File: config.mk
export PLATFORM = sky130hd
export DESIGN_NAME = alu_mul_seq
export DESIGN_NICKNAME = d
export VERILOG_FILES = /design/src/rtl/alu_pkg.sv /design/src/rtl/alu_mul_seq.sv
export SDC_FILE = /design/constraint.sdc
export NUM_CORES = 1
export LEC_CHECK = 0
export CAP_MARGIN = 30
export CORE_AREA = 2 2 130 132
export DETAILED_ROUTE_END_ITERATION = 16
export DIE_AREA = 0 0 132 134
export GPL_TIMING_DRIVEN = 1
export PLACE_DENSITY = 0.76
export SYNTH_ARGS = -nofsm -noshare
export SYNTH_HDL_FRONTEND = slang
export SYNTH_SLANG_ARGS = --single-unit
File: constraint.sdc
create_clock -name clk_i -period 2.3 [get_ports clk_i]
set_clock_uncertainty 0.1 [all_clocks]
set_input_delay 0.575 -clock clk_i [delete_from_list [all_inputs] [get_ports clk_i]]
set_output_delay 0.575 -clock clk_i [all_outputs]
set_load 0.1 [all_outputs]
File: src/rtl/alu_pkg.sv
// Shared ALU control codes and the sequential multiplier state encoding.
// No logic; imported by the ALU consumers.
// No flow control.
package alu_pkg;

  localparam logic [3:0] ALU_AND  = 4'b0000;
  localparam logic [3:0] ALU_OR   = 4'b0001;
  localparam logic [3:0] ALU_ADD  = 4'b0010;
  localparam logic [3:0] ALU_SUB  = 4'b0110;
  localparam logic [3:0] ALU_SLT  = 4'b0111;
  localparam logic [3:0] ALU_NOR  = 4'b1100;
  localparam logic [3:0] ALU_NAND = 4'b1101;

  typedef enum logic [1:0] {
    IDLE = 2'd0,
    CALC = 2'd1,
    DONE = 2'd2
  } mul_state_t;

endpackage

File: src/rtl/alu_mul_seq.sv
// Unsigned shift-add multiplier that borrows the shared ALU as its only adder.
// Latency: 33 cycles from accepted start to the done pulse; one product per 33 cycles.
// Backpressure: none; start is ignored while a product is being computed.
module alu_mul_seq
  import alu_pkg::*;
#(
  parameter int WIDTH = 32,
  parameter int CNT_W = 5
) (
  input  logic                 clk_i,
  input  logic                 rst_i,
  input  logic                 start_i,
  input  logic [WIDTH-1:0]     mcand_i,
  input  logic [WIDTH-1:0]     mplier_i,
  output logic                 busy_o,
  output logic                 done_o,
  output logic [2*WIDTH-1:0]   product_o,
  output logic [WIDTH-1:0]     alu_src1_o,
  output logic [WIDTH-1:0]     alu_src2_o,
  output logic [3:0]           alu_ctrl_o,
  input  logic [WIDTH-1:0]     alu_result_i,
  input  logic                 alu_cout_i
);

  mul_state_t           state_q, state_d;
  logic [WIDTH-1:0]     mcand_q, hi_q, lo_q;
  logic [CNT_W-1:0]     cnt_q;
  logic [2*WIDTH-1:0]   prod_q;
  logic [2*WIDTH-1:0]   shifted;
  logic                 calc;
  logic                 start_acc;
  logic                 last_iter;

  assign calc      = (state_q == CALC);
  assign start_acc = start_i && !calc;
  assign last_iter = (cnt_q == CNT_W'(WIDTH - 1));
  // Partial sum plus carry drops into hi, its LSB shifts into lo.
  assign shifted   = {alu_cout_i, alu_result_i, lo_q[WIDTH-1:1]};

  always_comb begin
    state_d = state_q;
    case (state_q)
      IDLE:    if (start_i) state_d = CALC;
      CALC:    if (last_iter) state_d = DONE;
      DONE:    state_d = start_i ? CALC : IDLE;
      default: state_d = IDLE;
    endcase
  end

  always_comb begin
    alu_ctrl_o = ALU_AND;
    alu_src1_o = '0;
    alu_src2_o = '0;
    if (calc) begin
      alu_ctrl_o = ALU_ADD;
      alu_src1_o = hi_q;
      alu_src2_o = lo_q[0] ? mcand_q : '0;
    end
  end

  always_ff @(posedge clk_i) begin
    if (rst_i) begin
      state_q <= IDLE;
      mcand_q <= '0;
      hi_q    <= '0;
      lo_q    <= '0;
      cnt_q   <= '0;
      prod_q  <= '0;
    end else begin
      state_q <= state_d;
      if (start_acc) begin
        mcand_q <= mcand_i;
        lo_q    <= mplier_i;
        hi_q    <= '0;
        cnt_q   <= '0;
      end else if (calc) begin
        {hi_q, lo_q} <= shifted;
        cnt_q        <= cnt_q + 1'b1;
        if (last_iter) prod_q <= shifted;
      end
    end
  end

  assign busy_o    = calc;
  assign done_o    = (state_q == DONE);
  // hi/lo are mid-shift during CALC, so expose the last finished product instead.
  assign product_o = calc ? prod_q : {hi_q, lo_q};

endmodule
== Word level (Yosys, flattened, before mapping) ==
Cells that the tools add are included.
Operators by class
  add/sub/neg operators: 1
  bitwise logic cells: 1
  eq/ne operators: 5
  multiplexer cells: 11
  reduce and logical (&&, ||, !) cells: 7
Operators by type and width (count)
  32-bit two-way mux: 5
  64-bit two-way mux: 1
  2-bit two-way mux: 3
  2-bit one-hot mux with 3 select lines: 1
  5-bit by 1-bit adder with 5-bit output, second input constant: 1
  5-bit == test, second input constant: 1
  3-bit AND reduction: 1
  2-bit by 1-bit == test with 1-bit output, second input constant: 1
  2-bit == test, second input constant: 1
  2-bit zero test: 1
  2-bit by 1-bit inequality test with 1-bit output, second input constant: 1
  2-bit inequality test, second input constant: 1
  2-bit AND reduction: 1
  2-bit nonzero test: 1
  2-bit OR reduction: 1
  1-bit logical AND: 1
  1-bit zero test: 1
  1-bit two-way mux: 1
  1-bit NOT: 1
Storage, ports and cells
  input bits: 100
  output and inout bits: 134
  register bits: 167
  logic and storage cells: 31

== Logic depth before layout (Yosys ltp) ==
  word-level depth: 5
  depth in mapped cells: 8
  mapped depth without buffers: 6

== Worst setup path before layout ==
Ideal clock, no wire load.
  kind: register to output
  from: register state_q[1]
  to: output port product_o[23]
  path slack: -0.382 ns
  buffers on the path: 2
  data required time: 1.625 ns
  data arrival time: 2.007 ns
  stages on the path, launching flop included: 7
  cell sequence: dfxtp_1 nand2b_2 inv_2 buf_4 buf_2 nand2_1 nand2_1
Between the ends
  word-level cells in the longest chain between the ends: 2
RTL lines
  start, declared: RTL line alu_mul_seq.sv:25  | mul_state_t state_q, state_d;
  start signal, assigned: RTL line alu_mul_seq.sv:70  | state_q <= state_d;
  2-bit by 1-bit == test with 1-bit output: RTL line alu_mul_seq.sv:34  | assign calc = (state_q == CALC);
  via busy_o: RTL line alu_mul_seq.sv:15  | output logic busy_o,
  64-bit two-way mux: RTL line alu_mul_seq.sv:87  | assign product_o = calc ? prod_q : {hi_q, lo_q};
  end, declared: RTL line alu_mul_seq.sv:17  | output logic [2*WIDTH-1:0] product_o,
The timed path passes the listed nets, and every way through them passes these cells.

== Worst setup path in the final report ==
  from: register state_q[1]
  to: output port product_o[12]
Between the ends
  word-level cells in the longest chain between the ends: 2
RTL lines (RTL line)
  2-bit by 1-bit == test with 1-bit output: alu_mul_seq.sv:34
  64-bit two-way mux: alu_mul_seq.sv:87
Every way passes these cells.

==> results.md <==
* Status: complete, but fails checks
* Failing checks: setup timing
* Total gr overflow at 0
* Reg2reg end: prod_q[48]
* Multi-input gate area at 0.004564 sq mm
* Clock sink count at 167
* CTS Root Cell: clkbuf_16
* Endpoints failing hold at 0
* PnR worst setup slack at -0.1214 ns
* First-pass GRT wire length at 44.91 mm
* PortBufs at 230
* Clk slew on worst S/H paths at 0.07 ns
* Core footprint at 0.01629 sq mm
* DRT iter0 DRCs at 764
* Crit path required time at 1.62 ns
* DRT antenna net count at 0
* Hold Crit Class: reg2reg
* Pins Over Slew Limit at 0
* Die ar. at 0.01769 sq mm
* Final Cycle Share at 1.053
* CP arrival at 1.75 ns
* Hold Path Stages at 2
* PnR Total Power at just under 9 mW
* WHS Endpoint: prod_q[59]
* DRC at 0
* Pleak at roughly 5.7 nW
* DP HPWL at 14.56 mm
* Placement Cell Area at ~0.011 sq mm
* IO Pins at between 200 and 250
* MaxCap Viol Count at 0
* Final WL at ~33 mm
* Number of cell rows at 47
* GP Congestion at 0.7878
* Complex-gate fraction of the synthesized area at 0.1541
* Layout cell share with drive strength beyond 1 at 0.3865
* GRT Total Usage at 0.3210
* Vias post-DR at 8617
* Area delta synth->final at 84.60%
* RSZ-0062 raised after global routing: true
* Hold buffers post-CTS at 0
* Seq cells post-synth at 167
* Critical Path Start Type: flop
* Reg2reg path depth at 7
* Synthesized instance count at 989
* Worst skew pair latency at 0.42 ns
* Reg2Reg Setup Slack at 0.16 ns
* Final Instance Area at 0.01385 sq mm
* Syn_area_per_cell at 7.584 sq um
* Initial Util at 0.4605
* Synthesized cell area at roughly 0.0075 sq mm
* Die H at 134 um
* Fillers at ~790
* Seq. cell area at 0.003344 sq mm
* Die width at 132 um
* Multiplexer share of the synthesized area at 0.04270
* Initial antenna violation count at 1
* Min Clock Period, post-route at 2.421 ns
* Slew Limit Headroom at 0.3342
* Critical path fanouts, max at 7
* Setup violators final at 120
* Syn. warnings at 0
* Synth unique cells at 30
* # nets final at 1331
* Worst vdd ir at ~520 uV
* CP Capture Type: output pin
* Fmax at 413.0 MHz
* Largest family of logic cells by synthesized area: simple AND/OR/NAND/NOR gates
* Register area share after synthesis at 0.4457
* Crit Path Class: reg2out
* Post-detailed-route wirelength per cell at 22.24 um
* CTS tree: built
* Number of global-route vias before repair at 8254
* Largest net degree at the start of global routing at 131
* Total CTS buffers at 17
* XOR/XNOR Fraction of Synth Area at 0.002335
* Simple-gate share of the synthesized area at 0.2784
* TritonRoute pass-1 iters at 5
* Power density cells at 628.5 mW/mm^2
* H-tree depth at 4
* Drt via density at 5.890
* Adder-cell share of the synthesized area at 0.003336
* Worst Max-Slew Pin Slew at 0.9975 ns
* R2R Path Start: cnt_q[0]
* Hold_sp: prod_q[59]
* Max Root-Sink Buffers at 2
cell families after synthesis:
family,after synthesis
adders and majority gates,2
DFF,167
AOI/OAI and AO/OA,198
buffers and inverters,91
other,1
xor gates and xnor gates,2
muxes,32
and+or+nand+nor,496
layout make-up:
type,instances,share of cell area
tap,220,0.01988
timing repair inverter,5,0.005783
multi-input combinational,733,0.3296
clock buffer,21,0.03325
inverter,2,0.002440
antenna,1,0.0001807
clock inverter,11,0.01401
sequential,167,0.2415
timing repair buffer,303,0.3533
how the worst max path moves through the flow:
stage,to,startpoint,cells past startpoint,slack (ns)
4_1_cts,product_o[60],state_q[1],8,-0.13
6_report,product_o[12],state_q[1],7,-0.12
2_1_floorplan,alu_src1_o[24],state_q[1],5,0.00003
3_3_place_gp,product_o[46],state_q[1],5,0.23
3_5_place_dp,product_o[62],state_q[1],5,0.18
5_1_grt,product_o[12],state_q[1],7,-0.17
worst max-delay path, cell delays in order, from the launching register on:
cell       delay [ns]
dfxtp_2          0.33
nand2b_4         0.16
buf_12           0.19
clkinv_16        0.11
buf_16           0.17
nand2_2          0.10
nand2_2          0.09
buf_12           0.17
stage by stage:
step / setup TNS (ns) / util / std cells / hold slack, ns / setup WS [ns]
floorplan: 0 / - / 991 / 0.3366 / 0.00003131
global placement: 0 / 0.6889 / 1372 / 0.3420 / 0.2278
detailed placement: 0 / 0.6889 / 1372 / 0.3471 / 0.1761
CTS: -8.158 / 0.8226 / 1451 / 0.3555 / -0.1267
global route: -12.32 / 0.8501 / 1463 / 0.3726 / -0.1680
finish: -6.388 / 0.8501 / 1463 / 0.3566 / -0.1214
cells in the mapped netlist:
cell type  instances  area [sq um]
a211oi_1          32         240.2
a21o_1             1         7.510
a21oi_1          110         550.5
a21oi_2           21         183.9
and2_1            32         200.2
and3_1            33         206.5
and3b_1            1         8.760
buf_1              4         15.01
buf_2             33         165.2
buf_4             15         112.6
buf_6             14         157.7
clkbuf_1          21         78.83
clkbuf_2           2         10.01
conb_1             1         3.750
dfxtp_1          167          3343
ha_1               2         25.02
inv_1              1         3.750
inv_2              1         3.750
mux2i_1           32         320.3
nand2_1          356          1336
nand2b_2           1         8.760
nand3_1           33         165.2
nand3b_1           2         15.01
nor2_1            36         135.1
nor2b_1            1         6.260
o21ai_0           33         165.2
o22a_1             1         8.760
or3_1              1         6.260
xnor2_1            1         8.760
xor2_1             1         8.760
layer usage:
layer,wire length [um],global-route usage
met1,11740,0.3814
met2,16150,0.5521
met3,2407,0.05631
met4,2231,0.1775
met5,0,0
cell usage in the layout (no fill, tap or decap), types with 24 or more instances in the layout:
master,n
nand2_1,208
nand2_4,60
and2_4,30
clkdlybuf4s50_1,97
buf_4,26
nand3_1,33
and3_4,32
nand2_2,86
clkbuf_16,24
dfxtp_1,166
o21ai_0,33
a211oi_1,32
a21oi_1,110
nor2_1,36
buf_12,147
mux2i_1,32
where the power goes:
part           switching [mW]  total (mW)  leakage, nW  internal [mW]
clock network            1.20        3.19        0.318           1.99
logic                    1.41        2.39         4.01          0.980
registers               0.111        3.12         1.36           3.01
sequential cells by signal (all words and copies together) (netlist names):
name / count
prod_q: 64
hi_q: 32
lo_q: 32
mcand_q: 32
cnt_q: 5
state_q: 2
repair_timing:
item,in CTS,in global routing
resized for setup,210,104
endpoints found under the hold margin,0,0
endpoints found under the setup margin,124,130
buffers inserted,26,9
pin swaps,49,43
cloned,22,10
Power figures use the tool's default switching activity.
